$ cat config.mk
export PLATFORM = sky130hd
export DESIGN_NAME = instr_encoder_loader_flat
export DESIGN_NICKNAME = d
export VERILOG_FILES = /design/src/rtl/instr_encoder_loader_if.sv /design/src/rtl/instr_encoder_loader.sv /design/src/flat_wrapper.sv
export SDC_FILE = /design/constraint.sdc
export NUM_CORES = 1
export LEC_CHECK = 0
export ABC_CLOCK_PERIOD_IN_PS = 2600
export CORE_MARGIN = 2
export CORE_UTILIZATION = 45
export DETAILED_ROUTE_END_ITERATION = 8
export PLACE_DENSITY = 0.77
export SYNTH_ARGS = -nofsm -noshare
export SYNTH_HDL_FRONTEND = slang
export SYNTH_SLANG_ARGS = --single-unit
$ cat constraint.sdc
create_clock -name clk -period 2.6 [get_ports clk]
set_input_delay 0.78 -clock clk [delete_from_list [all_inputs] [get_ports clk]]
set_output_delay 0.78 -clock clk [all_outputs]
set_load 0.01 [all_outputs]
$ cat src/rtl/instr_encoder_loader_if.sv
// Request and instruction-memory write bus of the instruction encoder/loader.
// master: the encoder (accepts requests, drives memory writes).
// slave:  the environment (issues requests, acts as the memory write port).
interface instr_encoder_loader_if #(
  parameter int ADDR_W = 8
);
  logic              in_valid;
  logic              in_ready;
  logic [3:0]        in_cmd;
  logic [1:0]        in_ra;
  logic [1:0]        in_rb;
  logic [1:0]        in_rc;
  logic [3:0]        in_imm;
  logic [3:0]        in_cond;
  logic              im_ready;
  logic              im_we;
  logic [ADDR_W-1:0] im_addr;
  logic [8:0]        im_wdata;

  modport master (
    input  in_valid, in_cmd, in_ra, in_rb, in_rc, in_imm, in_cond, im_ready,
    output in_ready, im_we, im_addr, im_wdata
  );

  modport slave (
    output in_valid, in_cmd, in_ra, in_rb, in_rc, in_imm, in_cond, im_ready,
    input  in_ready, im_we, im_addr, im_wdata
  );
endinterface

$ cat src/rtl/instr_encoder_loader.sv
// Instruction encoder/loader: packs symbolic requests into 9-bit machine
// words, buffers them in a small FIFO and writes them to sequential
// instruction-memory addresses.
// Optional feature macro: ENC_CHKSUM_EN (running XOR of written words).
module instr_encoder_loader #(
  parameter int DEPTH     = 4,
  parameter int ADDR_W    = 8,
  parameter int BASE_ADDR = 0
) (
  input  logic                           clk,
  input  logic                           rst_n,
  input  logic                           start,
  instr_encoder_loader_if.master         bus,
  output logic                           busy,
  output logic                           err,
  output logic                           wrapped,
  output logic [8:0]                     chksum
);
  localparam int PW = (DEPTH > 1) ? $clog2(DEPTH) : 1;

  logic [8:0]        mem_q [DEPTH];
  logic              enc_valid_q, enc_valid_d;
  logic [8:0]        enc_word_q, enc_word_d;
  logic [PW-1:0]     rd_ptr_q, rd_ptr_d;
  logic [PW-1:0]     wr_ptr_q, wr_ptr_d;
  logic [PW:0]       count_q, count_d;
  logic [ADDR_W-1:0] addr_q, addr_d;
  logic              err_q, err_d;
  logic              wrapped_q, wrapped_d;

  logic              enc_legal;
  logic [8:0]        enc_word;
  logic [3:0]        neg_imm;
  logic [3:0]        alu_sel;
  logic              accept, push, pop;

  // Combinational encoder: request fields -> machine word plus legality
  always_comb begin
    enc_legal = 1'b1;
    enc_word  = '0;
    neg_imm   = 4'd0 - bus.in_imm;
    alu_sel   = bus.in_cmd - 4'd5;
    case (bus.in_cmd)
      4'd0, 4'd1: begin
        enc_word  = {2'b00, bus.in_cmd[0], bus.in_rc, bus.in_ra, bus.in_imm[1:0]};
        enc_legal = (bus.in_imm[3:2] == 2'b00);
      end
      4'd2: enc_word = {3'b010, bus.in_rc, bus.in_imm};
      4'd3: begin
        enc_word  = {3'b011, bus.in_rc, bus.in_imm};
        enc_legal = !bus.in_imm[3];
      end
      4'd4: begin
        // Right shift is a left shift by the two's-complement amount
        enc_word  = {3'b011, bus.in_rc, neg_imm};
        enc_legal = (bus.in_imm != 4'd0) && (bus.in_imm <= 4'd8);
      end
      4'd5, 4'd6, 4'd7, 4'd8: enc_word = {3'b100, alu_sel[1:0], bus.in_ra, bus.in_rb};
      4'd9:  enc_word = {3'b101, 2'b00, bus.in_ra, bus.in_rb};
      4'd10: begin
        // Codes 0-3 collide with the CMP/simple-arith space; 9 is unused
        enc_word  = {3'b101, bus.in_cond, bus.in_rb};
        enc_legal = (bus.in_cond >= 4'd4) && (bus.in_cond != 4'd9);
      end
      4'd11: enc_word = {3'b110, 2'b00, bus.in_ra, bus.in_rb};
      4'd12: enc_word = {3'b111, 2'b00, bus.in_ra, bus.in_rb};
      default: enc_legal = 1'b0;
    endcase
  end

  // Handshake and write-port outputs; encode stage counts against capacity
  always_comb begin
    bus.in_ready = rst_n && !start &&
                   ((int'(count_q) + int'(enc_valid_q)) < DEPTH);
    bus.im_we    = (count_q != '0);
    bus.im_wdata = bus.im_we ? mem_q[rd_ptr_q] : 9'd0;
    bus.im_addr  = addr_q;
    busy         = enc_valid_q || (count_q != '0);
    err          = err_q;
    wrapped      = wrapped_q;
  end

  // Next-state: start overrides everything, otherwise push/pop/encode
  always_comb begin
    accept      = bus.in_valid && bus.in_ready;
    push        = enc_valid_q;
    pop         = bus.im_we && bus.im_ready;
    enc_valid_d = enc_valid_q;
    enc_word_d  = enc_word_q;
    rd_ptr_d    = rd_ptr_q;
    wr_ptr_d    = wr_ptr_q;
    count_d     = count_q;
    addr_d      = addr_q;
    err_d       = err_q;
    wrapped_d   = wrapped_q;
    if (start) begin
      enc_valid_d = 1'b0;
      rd_ptr_d    = '0;
      wr_ptr_d    = '0;
      count_d     = '0;
      addr_d      = ADDR_W'(BASE_ADDR);
      err_d       = 1'b0;
      wrapped_d   = 1'b0;
    end else begin
      enc_valid_d = accept && enc_legal;
      if (accept && enc_legal) enc_word_d = enc_word;
      if (accept && !enc_legal) err_d = 1'b1;
      if (push) wr_ptr_d = wr_ptr_q + 1'b1;
      if (pop) begin
        rd_ptr_d = rd_ptr_q + 1'b1;
        addr_d   = addr_q + 1'b1;
        if (&addr_q) wrapped_d = 1'b1;
      end
      if (push && !pop)      count_d = count_q + 1'b1;
      else if (pop && !push) count_d = count_q - 1'b1;
    end
  end

  // State registers
  always_ff @(posedge clk or negedge rst_n) begin
    if (!rst_n) begin
      enc_valid_q <= 1'b0;
      enc_word_q  <= '0;
      rd_ptr_q    <= '0;
      wr_ptr_q    <= '0;
      count_q     <= '0;
      addr_q      <= ADDR_W'(BASE_ADDR);
      err_q       <= 1'b0;
      wrapped_q   <= 1'b0;
    end else begin
      enc_valid_q <= enc_valid_d;
      enc_word_q  <= enc_word_d;
      rd_ptr_q    <= rd_ptr_d;
      wr_ptr_q    <= wr_ptr_d;
      count_q     <= count_d;
      addr_q      <= addr_d;
      err_q       <= err_d;
      wrapped_q   <= wrapped_d;
    end
  end

  // FIFO storage; contents are don't-care while count is zero
  always_ff @(posedge clk) begin
    if (push && !start) mem_q[wr_ptr_q] <= enc_word_q;
  end

`ifdef ENC_CHKSUM_EN
  logic [8:0] chk_q, chk_d;

  // Running XOR of every completed write
  always_comb begin
    chk_d = chk_q;
    if (start)    chk_d = 9'd0;
    else if (pop) chk_d = chk_q ^ bus.im_wdata;
  end

  // Checksum register
  always_ff @(posedge clk or negedge rst_n) begin
    if (!rst_n) chk_q <= 9'd0;
    else        chk_q <= chk_d;
  end

  assign chksum = chk_q;
`else
  assign chksum = 9'd0;
`endif
endmodule

$ cat src/flat_wrapper.sv
// flat-port wrapper written by rule: the top's interface ports become plain ports
module instr_encoder_loader_flat 
#(
  parameter int DEPTH     = 4,
  parameter int ADDR_W    = 8,
  parameter int BASE_ADDR = 0
)
  (clk, rst_n, start, busy, err, wrapped, chksum, bus_in_valid, bus_in_cmd, bus_in_ra, bus_in_rb, bus_in_rc, bus_in_imm, bus_in_cond, bus_im_ready, bus_in_ready, bus_im_we, bus_im_addr, bus_im_wdata);
  instr_encoder_loader_if #(.ADDR_W(ADDR_W)) bus_i ();
  input  logic clk;
  input  logic rst_n;
  input  logic start;
  output logic busy;
  output logic err;
  output logic wrapped;
  output logic [8:0] chksum;
  input wire logic [$bits(bus_i.in_valid)-1:0] bus_in_valid;
  input wire logic [$bits(bus_i.in_cmd)-1:0] bus_in_cmd;
  input wire logic [$bits(bus_i.in_ra)-1:0] bus_in_ra;
  input wire logic [$bits(bus_i.in_rb)-1:0] bus_in_rb;
  input wire logic [$bits(bus_i.in_rc)-1:0] bus_in_rc;
  input wire logic [$bits(bus_i.in_imm)-1:0] bus_in_imm;
  input wire logic [$bits(bus_i.in_cond)-1:0] bus_in_cond;
  input wire logic [$bits(bus_i.im_ready)-1:0] bus_im_ready;
  output wire logic [$bits(bus_i.in_ready)-1:0] bus_in_ready;
  output wire logic [$bits(bus_i.im_we)-1:0] bus_im_we;
  output wire logic [$bits(bus_i.im_addr)-1:0] bus_im_addr;
  output wire logic [$bits(bus_i.im_wdata)-1:0] bus_im_wdata;
  assign bus_i.in_valid = bus_in_valid;
  assign bus_i.in_cmd = bus_in_cmd;
  assign bus_i.in_ra = bus_in_ra;
  assign bus_i.in_rb = bus_in_rb;
  assign bus_i.in_rc = bus_in_rc;
  assign bus_i.in_imm = bus_in_imm;
  assign bus_i.in_cond = bus_in_cond;
  assign bus_i.im_ready = bus_im_ready;
  assign bus_in_ready = bus_i.in_ready;
  assign bus_im_we = bus_i.im_we;
  assign bus_im_addr = bus_i.im_addr;
  assign bus_im_wdata = bus_i.im_wdata;
  instr_encoder_loader #(.DEPTH(DEPTH), .ADDR_W(ADDR_W), .BASE_ADDR(BASE_ADDR)) u_core (.clk(clk), .rst_n(rst_n), .start(start), .bus(bus_i), .busy(busy), .err(err), .wrapped(wrapped), .chksum(chksum));
endmodule
# Word level (Yosys, flattened, before mapping)
# Memories as Yosys holds them, arrays and structs flattened.
# Cells that the tools add are included.
# Widths: inputs -> output; s select.
[totals] word_cells=86 output_inout_bits=31 mem_count=1 latch_bits=0 regBits=27 mem_bits_rw=36 rom_bits=0 input_bits=23
[classes] order_cmp=3 n_mul=0 eq_ne=13 muxes=20 n_div=0 reduce_logical=32 bitwise=1 n_shift=0 n_addsub=8
[mem_list] memory="u_core.mem_q" depth=4 word_bits=9 rd=1 rd_clocked_by_memory_dff=0 write_ports=1 line="instr_encoder_loader.sv:21" source="logic [8:0] mem_q [DEPTH];"
[ops] cell="$pmux 9 s9" count=1
[ops] cell="$lt 32x4->1 const B" count=1
[ops] cell="$eq 4x4->1 const B" count=5
[ops] cell="$eq 4x3->1 const B" count=4
[ops] cell="$mux 8" count=2
[ops] cell="$logic_and 1x1->1" count=11
[ops] cell="$mux 3" count=3
[ops] cell="$mux 9" count=1
[ops] cell="$add 8x1->8 const B" count=1
[ops] cell="$eq 4x2->1 const B" count=2
[ops] cell="$mux 1" count=8
[ops] cell="$mux 2" count=4
[ops] cell="$reduce_and 8->1" count=1
[ops] cell="$reduce_bool 2->1" count=4
[ops] cell="$reduce_or 8->1" count=1
[ops] cell="$reduce_bool 3->1" count=2
[ops] cell="$logic_not 1->1" count=5
[ops] cell="$pmux 1 s5" count=1
[ops] cell="$add 2x1->2 const B" count=2
[ops] cell="$add 3x1->4" count=1
[ops] cell="$eq 4x1->1 const B" count=1
[ops] cell="$ge 4x3->1 const B" count=1
[ops] cell="$le 4x4->1 const B" count=1
[ops] cell="$logic_not 4->1" count=1
[ops] cell="12 further kinds" count=13

# Logic depth before layout (Yosys ltp)
# Gate-level depths: netlist (run 1).
[logic_depth] ltp_word=7 ltp_mapped=7 mapped_depth_nobuf=7

# Least setup slack after synthesis (run 1)
# OpenSTA, ideal clock, no wires.
[synth_path] kind="input port to flip-flop" startpoint="in bus_in_cmd[0]" endpoint="reg u_core.enc_word_q[0]" setup_ps=125 stages=7 arrival_ps=2191 required_time_ps=2475 setup_slack_ps=284 n_path_buf=0 path_cell_list="inv_1 > ha_1 > o31ai_2 > o221ai_2 > a21oi_2 > a21oi_4 > mux2_4"
[synth_via] elab_chain_len=5 word_cells_on_any_way=20 cone_classes="eq/ne: 12; mux: 2; reduce/logical: 6"
[synth_lines] item="start: declaration" line="flat_wrapper.sv:18" source="input wire logic [$bits(bus_i.in_cmd)-1:0] bus_in_cmd;"
[synth_lines] item="$eq 4x2->1 (tied with other cells)" line="instr_encoder_loader.sv:43" source="case (bus.in_cmd)"
[synth_lines] item="$reduce_or 8->1 (no source line) or $reduce_or 2->1 (tied branches)"
[synth_lines] item="$pmux 1 s5" line="instr_encoder_loader.sv:43"
[synth_lines] item="$logic_and 1x1->1" line="instr_encoder_loader.sv:106" source="if (accept && enc_legal) enc_word_d = enc_word;"
[synth_lines] item="$reduce_and 2->1 (no source line)"
[synth_lines] item="end signal: assignment" line="instr_encoder_loader.sv:132" source="enc_word_q <= enc_word_d;"
[synth_lines] item="end: declaration" line="instr_encoder_loader.sv:23" source="logic [8:0] enc_word_q, enc_word_d;"
# Parallel ways exist; a longest one is shown, timed or not.
# A chain may end at the register's enable or synchronous reset.

# Worst setup path after layout (run 1)
[layout_path] startpoint="in bus_in_cmd[0]" endpoint="reg u_core.enc_word_q[4]"
# Same word-level chain as after synthesis.

==> results of run 1 <==
==> through the flow <==
stage,setup slack (ps),hold WS (ps),cell area (µm²)
CTS,15.48,513.9,4204
floorplan,284.4,476.0,3262
finish,41.44,511.3,4269
global placement,-264.4,488.5,4056
detailed placement,-324.3,499.3,4056
global route,-1.768,556.8,4269
==> kinds of logic (layout without fill, tap and decap cells) <==
family | Yosys count | after routing
AND/OR/NAND/NOR | 76 | 76
flip-flops | 63 | 63
AO/OA/AOI/OAI | 42 | 42
buffers and inverters | 34 | 126
multiplexers | 19 | 19
adder cells (fa/ha/maj) | 11 | 11
XOR/XNOR | 11 | 11
other | 1 | 9
==> metal layers <==
metal	up-vias	global-route usage, %	wire length (µm)
met5	-	0	0
met4	0	5.372	97
met3	8	4.291	237
met2	55	28.49	3163
met1	1076	21.73	2887
li1	1098	-	-
==> power by group <==
| group | total (mW) | internal [mW] | switching (mW) |
|---|---|---|---|
| sequential | 1.37 | 1.23 | 0.143 |
| clock | 0.687 | 0.336 | 0.350 |
| combinational | 1.14 | 0.656 | 0.486 |
| total | 3.20 | 2.22 | 0.979 |
==> state kept, by name, indices dropped and copies added, names as in the netlist <==
name,flops
u_core.enc_valid_q,1
u_core.count_q,3
u_core.err,1
u_core.wr_ptr_q,2
u_core.wrapped,1
u_core.mem_q,36
u_core.bus.im_addr,8
u_core.rd_ptr_q,2
u_core.enc_word_q,9
==> cells in the mapped netlist, types with 2 or more instances <==
library cell   n  share of area [%]
edfxtp_1      36                 33
dfrtp_1       27                 21
nor2_1        22                2.6
inv_1         15                1.7
nor2b_1       13                2.5
buf_4         11                2.6
ha_1          10                3.9
nand2_1       10                1.2
a21oi_1        9                1.4
mux4_2         9                6.3
nor3_1         9                1.4
mux2_4         8                3.7
and2_1         7                1.4
o21ai_0        6               0.93
xnor2_1        6                1.6
xor2_1         5                1.4
nand2b_1       4               0.77
a211oi_1       3               0.70
clkbuf_1       3               0.35
nand3b_1       3               0.70
a21o_1         2               0.46
a22o_1         2               0.54
buf_2          2               0.31
mux2i_1        2               0.62
nand3_1        2               0.31
nand4_1        2               0.39
o31a_1         2               0.54
o31ai_1        2               0.46
or3_1          2               0.39
==> timing repair <==
action,in CTS,in global routing
resized for setup,11,18
endpoints found under the setup margin,10,19
pin swaps,0,4
buffers inserted,0,3
hold endpoints to repair,0,0
gates cloned,0,0
==> placed cells by master (no fill, tap or decap), types with 3 or more instances in the layout <==
cell type / n
buf_4: 47
edfxtp_1: 36
clkdlybuf4s50_1: 34
dfrtp_1: 27
nor2_1: 22
inv_1: 15
nor2b_1: 13
nand2_1: 10
mux4_2: 9
a21oi_1: 9
conb_1: 9
clkbuf_8: 9
nor3_1: 8
mux2_4: 8
ha_1: 8
and2_1: 7
xnor2_1: 6
o21ai_0: 6
clkdlybuf4s15_1: 6
xor2_1: 5
nand2b_1: 4
a211oi_1: 3
nand3b_1: 3
clkinv_1: 3
clkbuf_2: 3
==> worst max-delay path, stage by stage <==
cell             delay, ps
clkdlybuf4s50_1        520
inv_1                   80
ha_1                   270
o31ai_4                240
o221ai_2               150
a21oi_2                190
a21oi_4                 90
buf_12                 150
mux2_4                 290
==> final timing paths <==
kind	start	to	depth (start not counted)
max	bus_in_cmd[0]	u_core.enc_word_q[4]	9
min	u_core.wrapped	u_core.wrapped	2
max reg2reg	u_core.enc_valid_q	u_core.enc_word_q[4]	7
min reg2reg	u_core.wrapped	u_core.wrapped	2
max in group asynchronous	rst_n	u_core.enc_word_q[3]	2
min in group asynchronous	rst_n	u_core.bus.im_addr[4]	2
==> cell type report <==
| type | instances | area [µm²] |
|---|---|---|
| clock buffer | 11 | 131.4 |
| multi-input combinational | 168 | 1356 |
| inverter | 16 | 60.06 |
| sequential | 63 | 1757 |
| timing repair buffer | 94 | 819.5 |
| fill | 522 | 2600 |
| tap | 96 | 120.1 |
| clock inverter | 5 | 25.02 |
==> results.md, run 1 <==
- Status: complete, no violations
- Final slew viol count: 0
- Final setup viols: 0
- EDFF count, synth: 36
- Row count: 30
- Area Overhead vs Synth: 32.09%
- Cell Pwr Density: 749.9 nW/µm²
- Die W: 88.75 µm
- Synth Area in Compound Gates: 9.950%
- Max-Cap Viols: 0
- Diode count: 0
- Routed Antenna Nets: 0
- Fin crit share: 98.41%
- Post-synth cell types: 52
- Core area: 6869 µm²
- Largest net degree at the start of global routing: 28
- Fin util: 62.15%
- I/O pins: 54
- Via count: 2237
- XOR/XNOR Fraction of Synth Area: 2.981%
- # DRC: 0
- Grt ovf: 0
- Post-CTS Hold Buffers: 0
- Worst hold path class: flop to flop
- Adder-Cell Fraction of Synth Area: 4.491%
- Port Buffer Count: 44
- Initial antenna violation count: 0
- Largest family of logic cells by synthesized area: simple AND/OR/NAND/NOR gates
- DIE AREA: 7876 µm²
- Seq/Total Area, Yosys: 54.36%
- Clk_lat worst skew: 330 ps
- Final Power: 3.201 mW
- Mux cell area share after synthesis: 10.61%
- Clock Tree Buf Depth: 2
- Fraction of registers with async set/reset: 42.86%
- Final min period: 2559 ps
- H-tree depth: 3
- Gpl congestion: 0.9353
- Synth Warn #: 0
- Global-route wire length before repair: 10120 µm
- Starting DRT DRC Count: 80
- Non-Filler Instances: 453
- Reg clk slew, reported paths: 70 ps
- Avg Cell Area, Syn: 12.58 µm²
- CP endpoint kind: flop
- CTS tree: done
- WL final: 6386 µm
- Total GRT Usage: 17.00%
- Clock root cell: clkbuf_8
- Max Freq: 390.8 MHz
- Setup TNS: 0 ps
- Final net count: 386
- DR pass1 iterations: 5
- Static leakage: 1.751 nW
- Synth Instances: 257
- CTS Sinks: 63
- Seq cells post-synth: 63
- Post-Synth Simple-Gate Area: 11.96%
- Crit-path max FO: 10
- Worst-case clock skew: 9.262 ps
- Num CTS Buffers: 9
- Top_reg_cell synth: edfxtp_1
- Starting Density: 47.05%
- Post-DP HPWL: 4704 µm
- Placed cell count: 434
- Crit path launch type: input port
- Die Ht: 88.75 µm
- CP arrival: 2770 ps
- Req. time, crit path: 2810 ps
- VDD IR-drop max: 0.3034 mV
- Fin. Hold Viols: 0
- Layout cells sized above 1: 25.77%
- R2R setup slack: 860 ps
- CP Class: input port to flop
- Netlist Area Pre-Place: 3232 µm²
- Vias per cell: 4.938
- Wire length per cell: 14.10 µm
- Vias in the first global route: 2179
No activity file was read; power rests on OpenSTA's default activity.
==> run 2: changes to the inputs <==
--- a/config.mk
+++ b/config.mk
@@ -8,6 +8,7 @@
 export ABC_CLOCK_PERIOD_IN_PS = 2600
 export CORE_MARGIN = 2
 export CORE_UTILIZATION = 45
+export CTS_CLUSTER_DIAMETER = 60
 export DETAILED_ROUTE_END_ITERATION = 8
 export PLACE_DENSITY = 0.77
 export SYNTH_ARGS = -nofsm -noshare
==> results of run 2 <==
Final layout, timing and power as in run 1 (identical DEF).
==> run 3: changes to the inputs <==
--- a/config.mk
+++ b/config.mk
@@ -7,10 +7,10 @@
 export LEC_CHECK = 0
 export ABC_CLOCK_PERIOD_IN_PS = 2600
 export CORE_MARGIN = 2
-export CORE_UTILIZATION = 45
+export CORE_UTILIZATION = 57
 export CTS_CLUSTER_DIAMETER = 60
 export DETAILED_ROUTE_END_ITERATION = 8
-export PLACE_DENSITY = 0.77
+export PLACE_DENSITY = 0.93
 export SYNTH_ARGS = -nofsm -noshare
 export SYNTH_HDL_FRONTEND = slang
 export SYNTH_SLANG_ARGS = --single-unit
==> results.md, run 3 (synthesis results as in run 1) <==
- Setup TNS: 0 ps (unchanged)
- Final Power: 3.787 mW (+18%)
- Num CTS Buffers: 9 (unchanged)
- Total GRT Usage: 25.58% (+8.6 points)
- Top reg by flops: u_core.mem_q
- CP top delay family: buffers and inverters
- Global-route wire length before repair: 11780 µm (+16%)
- Wire length per cell: 18.17 µm (+29%)
- Max-Cap Viols: 0 (unchanged)
- Critical path buffers and inverters: 2 (-1)
- DP Area: 3981 µm² (-1.9%)
- Worst hold path class: flop to flop
- Final min period: 2578 ps (+19.35 ps)
- Post-DP HPWL: 4967 µm (+5.6%)
- Clock root cell: clkbuf_8
- Area Overhead vs Synth: 35.77%
- Placed cell count: 404 (-6.9%)
- Final net count: 391 (+1.3%)
- I/O pins: 54 (unchanged)
- WHS: 539.6 ps (+28.32 ps)
- Crit path launch type: input port
- Max Freq: 387.9 MHz (-0.75%)
- DIE AREA: 6288 µm² (-20%)
- Die Ht: 79.30 µm (-11%)
- H-tree depth: 3 (unchanged)
- Grt ovf: 0 (unchanged)
- Worst path cell trace: clkdlybuf4s50_1, nor2_1, and3_1, dlygate4sd2_1
- CP Class: input port to primary output
- Reg clk slew, reported paths: 70 ps (about the same)
- Starting Density: 58.69% (+12 points)
- Filler instances: 300 (-43%)
- Starting DRT DRC Count: 121 (+51%)
- Largest net degree at the start of global routing: 28 (unchanged)
- CP endpoint kind: primary output
- WL final: 7884 µm (+23%)
- Status: complete, no violations
- Die W: 79.30 µm (-11%)
- Flip-flop count of the largest register after layout: 36 (unchanged)
- Vias per cell: 5.601 (+13%)
- VDD IR-drop max: 0.5272 mV (+74%)
- Fin crit share: 99.15% (+0.74 points)
- CP max stage cell: clkdlybuf4s50_1
- Static leakage: 1.917 nW (+9.5%)
- Relative slew slack: 66.06%
- Row count: 27 (-10%)
- Max stage delay on crit path: 480 ps (-40 ps)
- Clock Tree Buf Depth: 2 (unchanged)
- Design Area, Final: 4388 µm² (+2.8%)
- Cell Pwr Density: 862.9 nW/µm² (+15%)
- Clk_lat worst skew: 330 ps (about the same)
- Layout cells sized above 1: 27.35% (+1.6 points)
- Final slew viol count: 0 (unchanged)
- Req. time, crit path: 1820 ps (-990 ps)
- CTS Sinks: 63 (unchanged)
- Crit-path max FO: 2 (-8)
- Commonest non-fill, non-tap cell in the layout: buf_4
- Worst-case clock skew: 11.84 ps (+2.578 ps)
- Final setup viols: 0 (unchanged)
- Fin. Hold Viols: 0 (unchanged)
- Initial antenna violation count: 0 (unchanged)
- Worst-margin pin slew: 508.5 ps
- Core area: 5507 µm² (-20%)
- DR pass1 iterations: 5 (unchanged)
- Via count: 2431 (+8.7%)
- Vias in the first global route: 2430 (+12%)
- # DRC: 0 (unchanged)
- CTS tree: done
- Gpl congestion: 0.8737 (-6.6%)
- Non-Filler Instances: 434 (-4.2%)
- Routed Antenna Nets: 0 (unchanged)
- Most frequent cells in the layout: buf_4, edfxtp_1, clkdlybuf4s50_1
- CP arrival: 1800 ps (-970 ps)
- Port Buffer Count: 44 (unchanged)
- Diode count: 0 (unchanged)
==> run 3: where the power goes <==
| group | switching, mW | total, mW | internal [mW] |
|---|---|---|---|
| clock | 0.347 | 0.983 | 0.635 |
| sequential | 0.159 | 1.39 | 1.23 |
| combinational | 0.611 | 1.41 | 0.801 |
==> run 3: layout make-up <==
cell class	instances	area, µm²	area share [%]
clock buffer	12	135.1	3.080
clock inverter	4	93.84	2.139
inverter	16	60.06	1.369
multi-input combinational	168	1364	31.08
sequential	63	1759	40.09
tap	72	90.09	2.053
timing repair buffer	99	885.9	20.19
==> run 3: stage by stage <==
step	worst slack, ps	utilization, %
2_1_floorplan	284.4	-
3_3_place_gp	-257.9	72.30
6_report	22.09	79.69
4_1_cts	-182.9	77.01
3_5_place_dp	-310.0	72.30
5_1_grt	-19.23	79.69
==> run 3: worst min-delay path: cells and delay by family (launching register included) <==
kind,cells,cell delay (ps)
DFF,1,350
and+or+nand+nor,1,100
AOI/OAI and AO/OA,1,50
==> run 3: repair_timing <==
| item | in CTS | in global routing |
|---|---|---|
| resized for setup | 9 | 20 |
| endpoints found under the setup margin | 12 | 20 |
| buffers inserted | 1 | 12 |
| endpoints found under the hold margin | 0 | 0 |
| gates cloned | 1 | 0 |
| hold buffers | 0 | 0 |
| pin swaps | 2 | 6 |
==> run 3: final timing paths <==
check                             startpoint                     to  slack [ps]  cells after the start
hold / removal                    u_core.err             u_core.err         540                      2
setup reg to reg           u_core.count_q[1]      u_core.count_q[1]         660                      5
setup / recovery                       start           bus_in_ready          20                      4
min in group asynchronous              rst_n  u_core.bus.im_addr[0]         910                      2
hold reg to reg                   u_core.err             u_core.err         540                      2
max in group asynchronous              rst_n      u_core.count_q[1]        1410                      2
==> run 3: routing by layer <==
layer | track usage [%] | wire, µm | vias to the layer above
li1 | - | - | 1103
met1 | 28.88 | 3037 | 1195
met2 | 45.34 | 4246 | 117
met3 | 6.477 | 423 | 16
met4 | 11.90 | 176 | 0
met5 | 0 | 0 | -
